## src/rtl/adsr_amp_pkg.sv

```systemverilog
// Shared definitions for the ADSR voice amplifier: default widths, sample-rate constants and state encoding.
// Optional build macro: ADSR_EXP_DECAY_EN (exponential-ish decay/release curve).
package adsr_amp_pkg;

    localparam int BITDEPTH_DEF    = 14;
    localparam int VOLBITS_DEF     = 8;
    localparam int FRACBITS_DEF    = 8;
    localparam int RATEBITS_DEF    = 8;
    localparam int SAMPLECLOCK_DIV = 32;
    localparam int SAMPLEFREQ      = 31250;

    // acc is shifted right by this amount and added to the rate in the exponential curve
    localparam int EXP_SHIFT = 6;

    typedef enum logic [2:0] {
        ST_IDLE    = 3'd0,
        ST_ATTACK  = 3'd1,
        ST_DECAY   = 3'd2,
        ST_SUSTAIN = 3'd3,
        ST_RELEASE = 3'd4
    } adsr_state_t;

endpackage

```

## src/rtl/adsr_amp_if.sv

```systemverilog
// Voice amplifier port bundle. No valid/ready: every signal is sampled on each sample_clock rising edge,
// and the outputs are valid between edges.
interface adsr_amp_if #(
    parameter int BITDEPTH = 14,
    parameter int VOLBITS  = 8,
    parameter int RATEBITS = 8
);
    logic signed [BITDEPTH-1:0]  i_in;
    logic                        i_gate;
    logic [RATEBITS-1:0]         i_attack;
    logic [RATEBITS-1:0]         i_decay;
    logic [VOLBITS-1:0]          i_sustain;
    logic [RATEBITS-1:0]         i_release;
    logic signed [BITDEPTH-1:0]  o_out;
    logic [VOLBITS-1:0]          o_volume;
    logic                        o_busy;
    adsr_amp_pkg::adsr_state_t   o_state;

    modport master (
        output i_in, i_gate, i_attack, i_decay, i_sustain, i_release,
        input  o_out, o_volume, o_busy, o_state
    );

    modport slave (
        input  i_in, i_gate, i_attack, i_decay, i_sustain, i_release,
        output o_out, o_volume, o_busy, o_state
    );
endinterface

```

## src/rtl/adsr_amp_envelope.sv

```systemverilog
// ADSR state machine and envelope accumulator; volume is the top VOLBITS of the accumulator.
// Optional build macro: ADSR_EXP_DECAY_EN adds acc>>EXP_SHIFT to the decay/release step.
module adsr_envelope
    import adsr_amp_pkg::*;
#(
    parameter int VOLBITS  = VOLBITS_DEF,
    parameter int FRACBITS = FRACBITS_DEF,
    parameter int RATEBITS = RATEBITS_DEF
) (
    input  logic                sample_clock,
    input  logic                reset,
    input  logic                i_gate,
    input  logic                i_gate_d,
    input  logic [RATEBITS-1:0] i_attack,
    input  logic [RATEBITS-1:0] i_decay,
    input  logic [VOLBITS-1:0]  i_sustain,
    input  logic [RATEBITS-1:0] i_release,
    output logic [VOLBITS-1:0]  o_volume,
    output logic                o_busy,
    output adsr_state_t         o_state
);
    localparam int ACCBITS = VOLBITS + FRACBITS;
    localparam logic [ACCBITS:0] ONE = (ACCBITS + 1)'(1);

    logic [ACCBITS-1:0] r_acc;
    adsr_state_t        r_state;

    logic [ACCBITS-1:0] w_tgt;
    logic [ACCBITS:0]   w_att_sum;
    logic [ACCBITS:0]   w_dec_step;
    logic [ACCBITS:0]   w_rel_step;
    logic [ACCBITS:0]   w_dec_diff;
    logic [ACCBITS:0]   w_rel_diff;

    // All arithmetic is one bit wider than acc so bit ACCBITS is the carry/borrow.
    always_comb begin
        w_tgt     = {i_sustain, {FRACBITS{1'b0}}};
        w_att_sum = {1'b0, r_acc} + (ACCBITS + 1)'(i_attack) + ONE;
`ifdef ADSR_EXP_DECAY_EN
        w_dec_step = {1'b0, r_acc >> EXP_SHIFT} + (ACCBITS + 1)'(i_decay) + ONE;
        w_rel_step = {1'b0, r_acc >> EXP_SHIFT} + (ACCBITS + 1)'(i_release) + ONE;
`else
        w_dec_step = (ACCBITS + 1)'(i_decay) + ONE;
        w_rel_step = (ACCBITS + 1)'(i_release) + ONE;
`endif
        w_dec_diff = {1'b0, r_acc} - w_dec_step;
        w_rel_diff = {1'b0, r_acc} - w_rel_step;
    end

    always_ff @(posedge sample_clock or posedge reset) begin
        if (reset) begin
            r_acc   <= '0;
            r_state <= ST_IDLE;
        end else if (i_gate && !i_gate_d) begin
            // Retrigger keeps the current level to avoid a click.
            r_state <= ST_ATTACK;
        end else if (!i_gate && (r_state == ST_ATTACK || r_state == ST_DECAY ||
                                 r_state == ST_SUSTAIN)) begin
            r_state <= ST_RELEASE;
        end else begin
            case (r_state)
                ST_IDLE: r_acc <= '0;
                ST_ATTACK: begin
                    if (w_att_sum[ACCBITS] || (&w_att_sum[ACCBITS-1:0])) begin
                        r_acc   <= '1;
                        r_state <= ST_DECAY;
                    end else begin
                        r_acc <= w_att_sum[ACCBITS-1:0];
                    end
                end
                ST_DECAY: begin
                    if (w_dec_diff[ACCBITS] || (w_dec_diff[ACCBITS-1:0] <= w_tgt)) begin
                        r_acc   <= w_tgt;
                        r_state <= ST_SUSTAIN;
                    end else begin
                        r_acc <= w_dec_diff[ACCBITS-1:0];
                    end
                end
                ST_SUSTAIN: r_acc <= w_tgt;
                ST_RELEASE: begin
                    if (w_rel_diff[ACCBITS] || (w_rel_diff[ACCBITS-1:0] == '0)) begin
                        r_acc   <= '0;
                        r_state <= ST_IDLE;
                    end else begin
                        r_acc <= w_rel_diff[ACCBITS-1:0];
                    end
                end
                default: begin
                    r_acc   <= '0;
                    r_state <= ST_IDLE;
                end
            endcase
        end
    end

    assign o_volume = r_acc[ACCBITS-1 -: VOLBITS];
    assign o_busy   = (r_state != ST_IDLE);
    assign o_state  = r_state;

endmodule

```

## src/rtl/adsr_amp.sv

```systemverilog
// Per-voice ADSR envelope plus signed VCA: registers the gate, scales the input by the envelope level.
// Optional build macro: ADSR_EXP_DECAY_EN (passed through to the envelope).
module adsr_amp
    import adsr_amp_pkg::*;
#(
    parameter int BITDEPTH = BITDEPTH_DEF,
    parameter int VOLBITS  = VOLBITS_DEF,
    parameter int FRACBITS = FRACBITS_DEF,
    parameter int RATEBITS = RATEBITS_DEF
) (
    input logic       sample_clock,
    input logic       reset,
    adsr_amp_if.slave bus
);
    localparam int PRODBITS = BITDEPTH + VOLBITS;

    logic                       r_gate_d;
    logic signed [BITDEPTH-1:0] r_out;
    logic [VOLBITS-1:0]         w_volume;
    logic                       w_busy;
    adsr_state_t                w_state;
    logic signed [PRODBITS-1:0] w_in_ext;
    logic signed [PRODBITS-1:0] w_vol_ext;
    logic signed [PRODBITS-1:0] w_prod;

    adsr_envelope #(
        .VOLBITS  (VOLBITS),
        .FRACBITS (FRACBITS),
        .RATEBITS (RATEBITS)
    ) u_env (
        .sample_clock (sample_clock),
        .reset        (reset),
        .i_gate       (bus.i_gate),
        .i_gate_d     (r_gate_d),
        .i_attack     (bus.i_attack),
        .i_decay      (bus.i_decay),
        .i_sustain    (bus.i_sustain),
        .i_release    (bus.i_release),
        .o_volume     (w_volume),
        .o_busy       (w_busy),
        .o_state      (w_state)
    );

    // Volume is treated as a non-negative signed factor; the product always fits PRODBITS.
    assign w_in_ext  = {{VOLBITS{bus.i_in[BITDEPTH-1]}}, bus.i_in};
    assign w_vol_ext = {{BITDEPTH{1'b0}}, w_volume};
    assign w_prod    = w_in_ext * w_vol_ext;

    always_ff @(posedge sample_clock or posedge reset) begin
        if (reset) begin
            r_gate_d <= 1'b0;
            r_out    <= '0;
        end else begin
            r_gate_d <= bus.i_gate;
            r_out    <= w_prod[PRODBITS-1 -: BITDEPTH];
        end
    end

    assign bus.o_out    = r_out;
    assign bus.o_volume = w_volume;
    assign bus.o_busy   = w_busy;
    assign bus.o_state  = w_state;

endmodule

```

## src/flat_wrapper.sv

```systemverilog
// flat-port wrapper written by rule: the top's interface ports become plain ports
module adsr_amp_flat import adsr_amp_pkg::*;
#(
    parameter int BITDEPTH = BITDEPTH_DEF,
    parameter int VOLBITS  = VOLBITS_DEF,
    parameter int FRACBITS = FRACBITS_DEF,
    parameter int RATEBITS = RATEBITS_DEF
)
  (sample_clock, reset, bus_i_in, bus_i_gate, bus_i_attack, bus_i_decay, bus_i_sustain, bus_i_release, bus_o_out, bus_o_volume, bus_o_busy, bus_o_state);
  adsr_amp_if #(.BITDEPTH(BITDEPTH), .VOLBITS(VOLBITS), .RATEBITS(RATEBITS)) bus_i ();
  input logic sample_clock;
  input logic reset;
  input wire logic [$bits(bus_i.i_in)-1:0] bus_i_in;
  input wire logic [$bits(bus_i.i_gate)-1:0] bus_i_gate;
  input wire logic [$bits(bus_i.i_attack)-1:0] bus_i_attack;
  input wire logic [$bits(bus_i.i_decay)-1:0] bus_i_decay;
  input wire logic [$bits(bus_i.i_sustain)-1:0] bus_i_sustain;
  input wire logic [$bits(bus_i.i_release)-1:0] bus_i_release;
  output wire logic [$bits(bus_i.o_out)-1:0] bus_o_out;
  output wire logic [$bits(bus_i.o_volume)-1:0] bus_o_volume;
  output wire logic [$bits(bus_i.o_busy)-1:0] bus_o_busy;
  output wire logic [$bits(bus_i.o_state)-1:0] bus_o_state;
  assign bus_i.i_in = bus_i_in;
  assign bus_i.i_gate = bus_i_gate;
  assign bus_i.i_attack = bus_i_attack;
  assign bus_i.i_decay = bus_i_decay;
  assign bus_i.i_sustain = bus_i_sustain;
  assign bus_i.i_release = bus_i_release;
  assign bus_o_out = bus_i.o_out;
  assign bus_o_volume = bus_i.o_volume;
  assign bus_o_busy = bus_i.o_busy;
  assign bus_o_state = bus_i.o_state;
  adsr_amp #(.BITDEPTH(BITDEPTH), .VOLBITS(VOLBITS), .FRACBITS(FRACBITS), .RATEBITS(RATEBITS)) u_core (.sample_clock(sample_clock), .reset(reset), .bus(bus_i));
endmodule
```

## config.mk

```make
export PLATFORM = sky130hd
export DESIGN_NAME = adsr_amp_flat
export DESIGN_NICKNAME = d
export VERILOG_FILES = /design/src/rtl/adsr_amp_pkg.sv /design/src/rtl/adsr_amp_if.sv /design/src/rtl/adsr_amp_envelope.sv /design/src/rtl/adsr_amp.sv /design/src/flat_wrapper.sv
export SDC_FILE = /design/constraint.sdc
export NUM_CORES = 1
export LEC_CHECK = 0
export CAP_MARGIN = 20
export CORE_UTILIZATION = 57
export CTS_CLUSTER_DIAMETER = 40
export DETAILED_ROUTE_END_ITERATION = 8
export DONT_BUFFER_PORTS = 1
export PLACE_DENSITY = 0.72
export SYNTH_ARGS = -nofsm -noshare
export SYNTH_HDL_FRONTEND = slang
export SYNTH_SLANG_ARGS = --single-unit
export TNS_END_PERCENT = 20
```

## constraint.sdc

```tcl
create_clock -name sample_clock -period 10.8 [get_ports sample_clock]
set_input_delay 2.7 -clock sample_clock [delete_from_list [all_inputs] [get_ports sample_clock]]
set_output_delay 2.7 -clock sample_clock [all_outputs]
set_load 0.01 [all_outputs]
```

# Word-level counts from Yosys, hierarchy flattened
# Index checks and enable logic that the tools add are counted.
totals:
  output_inout_bits: 26
  wordCells: 48
  regBits: 34
  in_bits: 49
classes:
  mux: 10
  n_eq_ne: 8
  addsub: 6
  n_reduce_logical: 16
  n_lt_le_gt_ge: 1
  n_mul: 1
  bitwise_logic: 2
ops:
  columns: ["op", "n"]
  rows:
  - ["case mux 16 bit (4 select lines)", 1]
  - ["two-way mux 16 bit", 3]
  - ["subtractor 16 x 9 -> 17 bit", 2]
  - ["multiplier 14 x 9 -> 22 bit", 1]
  - ["adder 8 x 1 -> 9 bit, second input constant", 2]
  - ["adder 16 x 8 -> 17 bit", 1]
  - ["adder 17 x 1 -> 17 bit, second input constant", 1]
  - ["<= comparator 16 bit", 1]
  - ["logical NOT 16 bit", 1]
  - ["AND reduction 16 bit", 1]
  - ["two-way mux 3 bit", 5]
  - ["case mux 3 bit (4 select lines)", 1]
  - ["inequality test 4 x 2 -> 1 bit, second input constant", 2]
  - ["== test 3 x 2 -> 1 bit, second input constant", 2]
  - ["logical OR 1 bit", 5]
  - ["inequality test 4 bit, second input constant", 1]
  - ["AND reduction 4 bit", 1]
  - ["== test 3 x 1 -> 1 bit, second input constant", 1]
  - ["== test 3 bit, second input constant", 1]
  - ["logical NOT 3 bit", 1]
  - ["inequality test 3 x 1 -> 1 bit, second input constant", 1]
  - ["nonzero test 3 bit", 1]
  - ["logical AND 1 bit", 2]
  - ["logical NOT 1 bit", 2]
  - ["other kinds (3)", 4]

# Longest topological paths before layout
logic_depth:
  ltp_word: 8
  ltp_mapped: 20
  ltp_nobuf: 18

# By module
# From an unflattened synthesis, not the netlist that was laid out.
hier_totals:
  hier_cells: 944
  area_unflattened_um2: 7733.7
modules_own_cells:
  columns: ["mod", "instances", "cells_each", "seq_area_each_um2", "area_each_um2"]
  rows:
  - ["adsr_amp", 1, 450, 375.4, 4174.0]
  - ["adsr_envelope", 1, 494, 475.5, 3559.7]

# Worst setup path after synthesis
# OpenSTA, ideal clock, no wires.
synth_timing:
  path_type: "input-to-reg"
  startpoint: "input bus_i_in[13]"
  endpoint: "register u_core.r_out[13], in the netlist u_core.bus.o_out[13]"
  arrival_time_ps: 6832
  setup_ps: 80
  path_slack_ps: 3888
  required_ps: 10720
  stages: 17
  path_buffers: 1
  path_cell_list: "clkbuf_1 nand2_1 fa_1 inv_1 fa_1 fa_1 inv_1 fa_1 inv_1 ha_1 and4_1 a211oi_1 o21ai_2 a211oi_1 a21oi_1 a21oi_1 xnor2_1"
synth_between:
  elab_chain_cells: 1
synth_lines:
  columns: ["item", "line_no", "rtl"]
  rows:
  - ["start: declaration", "flat_wrapper.sv:13", "input wire logic [$bits(bus_i.i_in)-1:0] bus_i_in;"]
  - ["multiplier 14 x 9 -> 22 bit", "adsr_amp.sv:47", "assign w_prod = w_in_ext * w_vol_ext;"]
  - ["net u_core.w_prod[21]", "adsr_amp.sv:24", "logic signed [PRODBITS-1:0] w_prod;"]
  - ["end signal: assignment", "adsr_amp.sv:55", "r_out <= w_prod[PRODBITS-1 -: BITDEPTH];"]
  - ["end: declaration", "adsr_amp.sv:18", "logic signed [BITDEPTH-1:0] r_out;"]
# The timed path passes the listed nets, and every way through them passes these cells.
# A chain may end at the register's enable or synchronous reset.

# Worst setup path after layout
layout_timing:
  startpoint: "input bus_i_in[4]"
  endpoint: "register u_core.r_out[13], in the netlist u_core.bus.o_out[13]"
# Same word-level chain as after synthesis.

==> results.md <==
* Largest area contributor in the netlist: fa_1
* Worst-path clk slew at 60 ps
* Post-synthesis mux area share at 0.572%
* DR WL/cell at 18.6 um
* Sw Ratio at 32.2%
* Internal power at ~0.27 mW
* Reg2Reg Setup Slack at 5340 ps
* Critical Path RT at 11020 ps
* Simple-Gate Fraction of Synth Area at between 20% and 30%
* CTS Buffer Depth at 2
* Terminus of the critical flop-to-flop path: u_core.bus.o_out[13]$_DFF_PP0_
* CTS tree: yes
* Main flop type after synthesis: dfrtp_1
* Pwr dens at 52.8 mW/mm2
* Setup_tns at 0 ps
* Hold Crit Start: u_core.u_env.r_acc[0]$_DFFE_PP0P_
* R2R Path Start: u_core.u_env.r_acc[13]$_DFFE_PP0P_
* R2R cell count at 18
* Setup Crit Path Kind: in -> reg
* Pwr Total at 0.405 mW
* Post-synth cell types at 72
* Ys async rst share at 100%
* Final setup vio count at 0
* Status: complete, no violations
* Max Cap Viol at 0
* Post-DRT Antenna Nets at 0
* Vias at 6212
* Initial core utilization at 58.7%
* Seq cells post-synth at 34
* Post-CTS sizing at 0
* Worst IR Drop VDD at 0.0475 mV
* Min Tclk post-route at 6880 ps
* RSZ-0062 raised after global routing: no
* Port bufs at 0
* Warnings from Yosys at 0
* Diode count at 0
* Startpoint Class: input port
* Total GRT Usage at roughly 31%
* Sw Pwr at 0.130 mW
* Final slew viol count at 0
* Initial antenna violation count at 0
* # clock sinks at 34
* Most used cell, CP: fa_1
* Post-Route WL at 19500 um
* Clock network fraction of total power at 43.4%
* CP Capture Type: flop
* Die width at 116 um
* DRT Pass-1 Iters at 5
* Synth Area in Compound Gates at 14.8%
* NumNets Final at 1083
* Synth Cell Area at 0.00743 mm2
* Worst-Margin Slew at 750 ps
* Setup crit start: bus_i_in[4]
* XOR/XNOR share of the synthesized area at under 10%
* Static Leak at 4.01 nW
* Largest net degree at the start of global routing at 35
* Avg Cell Area, Syn at 8.30 um2
* Most instantiated cells after synthesis: 156 x inv_1, 98 x nand2_1, 90 x fa_1
* Core Util, Final at 60.5%
* Post-Place Cell Area at roughly 0.0075 mm2
* Routability cong. at slightly above 0.9
* DP HPWL at 15400 um
* Share of the synthesized area in the top cell type at between 20% and 30%
* Hold Vio Cnt, Final at 0
* Largest family of logic cells by synthesized area: adder cells
* Total DRC errors in the routed layout at 0
* Inst Count DP at 1038
* Syn Nets at 1106
* Cells after Synth at 896
* Via count of the first global-routing pass at between 6000 and 7000
* Hold Crit Class: reg -> reg
* CP max stage delay at 560 ps
* Fillers at roughly 1200
* Top-count cell post-synth: inv_1
* Hold depth at 3
* Die area at 0.0135 mm2
* Initial DRC count at ~330
* Share of cells above drive strength 1 at 3.55%
* Seq/Total Area, Yosys at 11.4%
* # hold bufs at CTS at 0
* CTS H-tree depth at 2
* Total CTS buffers at 5
* Post-route cell area at 0.00766 mm2
* Fmax at between 100 and 150 MHz
* Arrival time at the worst endpoint at 7100 ps
* Post-Synth Adder-Cell Area at a little over a third
* DIE HEIGHT at 116 um
* Io pins at 75
* Post-Layout Cell Count at 1046
* Clk_lat worst skew at 300 ps
* Critical path's slowest cell: fa_1
* CP max FO at 8
* GRT overflow at 0
* Top cells by area, synth: fa_1 24%, ha_1 12%, dfrtp_1 11%
* Clock Root Buffer: clkbuf_16
* Worst path cell trace: and2_1 > fa_1 > fa_1 > fa_1 > fa_1 > ha_1 > a21oi_1 > nand2_1 > a221oi_2 > o21ai_2 > a211oi_1 > a21oi_1 > a21oi_1 > xnor2_1
* Post-DR vias/cell at ~6
* Max_slew headroom at between 50% and 60%
* Postcts setup bufs at 0
* Setup Skew at slightly above 9 ps
* Hold EP: u_core.u_env.r_acc[0]$_DFFE_PP0P_
* Area Growth Syn to Fin at 3.05%
* Combinational power share at 23.3%
* First-pass GRT wire length at about 32000 um
* Row count at roughly 40
* Number of flops mapped to enable cells by yosys at 0
* Final period util at 63.7%
* Sequential power share at 33.4%
* CORE AREA at 0.0127 mm2
==> registers in the layout, summed over array words and instances (netlist names) <==
register	count
u_core.bus.o_out	14
u_core.u_env.r_acc	16
u_core.u_env.o_state	3
u_core.r_gate_d	1
==> worst max-delay path: cells and delay by family <==
| family | cells | cell delay [ps] |
|---|---|---|
| compound gates | 6 | 1600 |
| xor+xnor | 1 | 130 |
| fa+ha+maj | 5 | 2380 |
| simple gates | 2 | 270 |
==> worst max path at each step <==
stage / endpoint / slack [ps] / cells after the start
floorplan: u_core.bus.o_out[13]$_DFF_PP0_ / 3890 / 17
global placement: u_core.bus.o_out[13]$_DFF_PP0_ / 3660 / 15
detailed placement: u_core.bus.o_out[13]$_DFF_PP0_ / 3600 / 14
CTS: u_core.bus.o_out[13]$_DFF_PP0_ / 3900 / 14
global route: u_core.bus.o_out[13]$_DFF_PP0_ / 3630 / 17
finish: u_core.bus.o_out[13]$_DFF_PP0_ / 3920 / 14
==> final cells by class <==
type                    instances  area (um2)  area share, %
flip-flops and latches         34         851           11.1
inverters                     157         589           7.69
well taps                     172         215           2.81
multi-input cells             666        5770           75.4
clock buffers                   5         125           1.63
clock inverters                 3        40.0          0.523
repair buffers                  9        67.6          0.882
==> per-layer routing <==
layer  track usage, %  wire length, um  up-vias
met2             53.3             9730      235
li1                 -                -     2884
met3             6.59             1450       42
met1             39.0             7760     3051
met5                0                0        -
met4             11.5              541        0
==> per-stage QoR <==
step                hold WS [ps]  setup WS (ps)
floorplan                    586           3890
detailed placement           664           3600
global placement             621           3660
CTS                          676           3900
global route                 738           3630
finish                       672           3920
==> kinds of logic (layout without fill, tap and decap cells) <==
group	Yosys count	after routing
compound gates	154	154
xor+xnor	49	49
fa+ha+maj	161	161
buf+inv	196	174
flops	34	34
mux	4	4
simple gates	298	298
==> cell usage in the layout, fill, tap and decap left out, types with 3 or more instances in the layout <==
cell,count
o211ai_1,5
nor4_1,5
a211o_1,9
nor2_1,44
a22o_1,3
and4_1,3
nand2b_1,11
a221o_1,4
or3_1,8
clkbuf_16,5
fa_1,90
and3_1,4
nand3b_1,3
nand3_1,11
o311ai_0,3
xnor2_1,32
ha_1,71
o2111ai_1,4
or2_2,3
a21o_1,12
nand2_1,98
buf_4,9
a31oi_1,5
nor2b_1,9
dfrtp_1,34
nand4_1,7
and2_1,62
a211oi_1,14
a2111oi_0,3
nor3_1,17
o21ai_0,20
inv_1,156
a21oi_1,31
o21a_1,9
o31ai_1,7
xor2_1,17
==> power groups by stage <==
stage                     combinational [mW]  sequential, mW  clock [mW]
final                                 0.0941           0.135       0.176
after global routing                   0.106           0.136       0.183
after CTS                             0.0930           0.135       0.179
after detailed placement              0.0921           0.137           0
after global placement                0.0895           0.137           0
after floorplan                       0.0755           0.135           0
No activity file was read; power rests on OpenSTA's default activity.
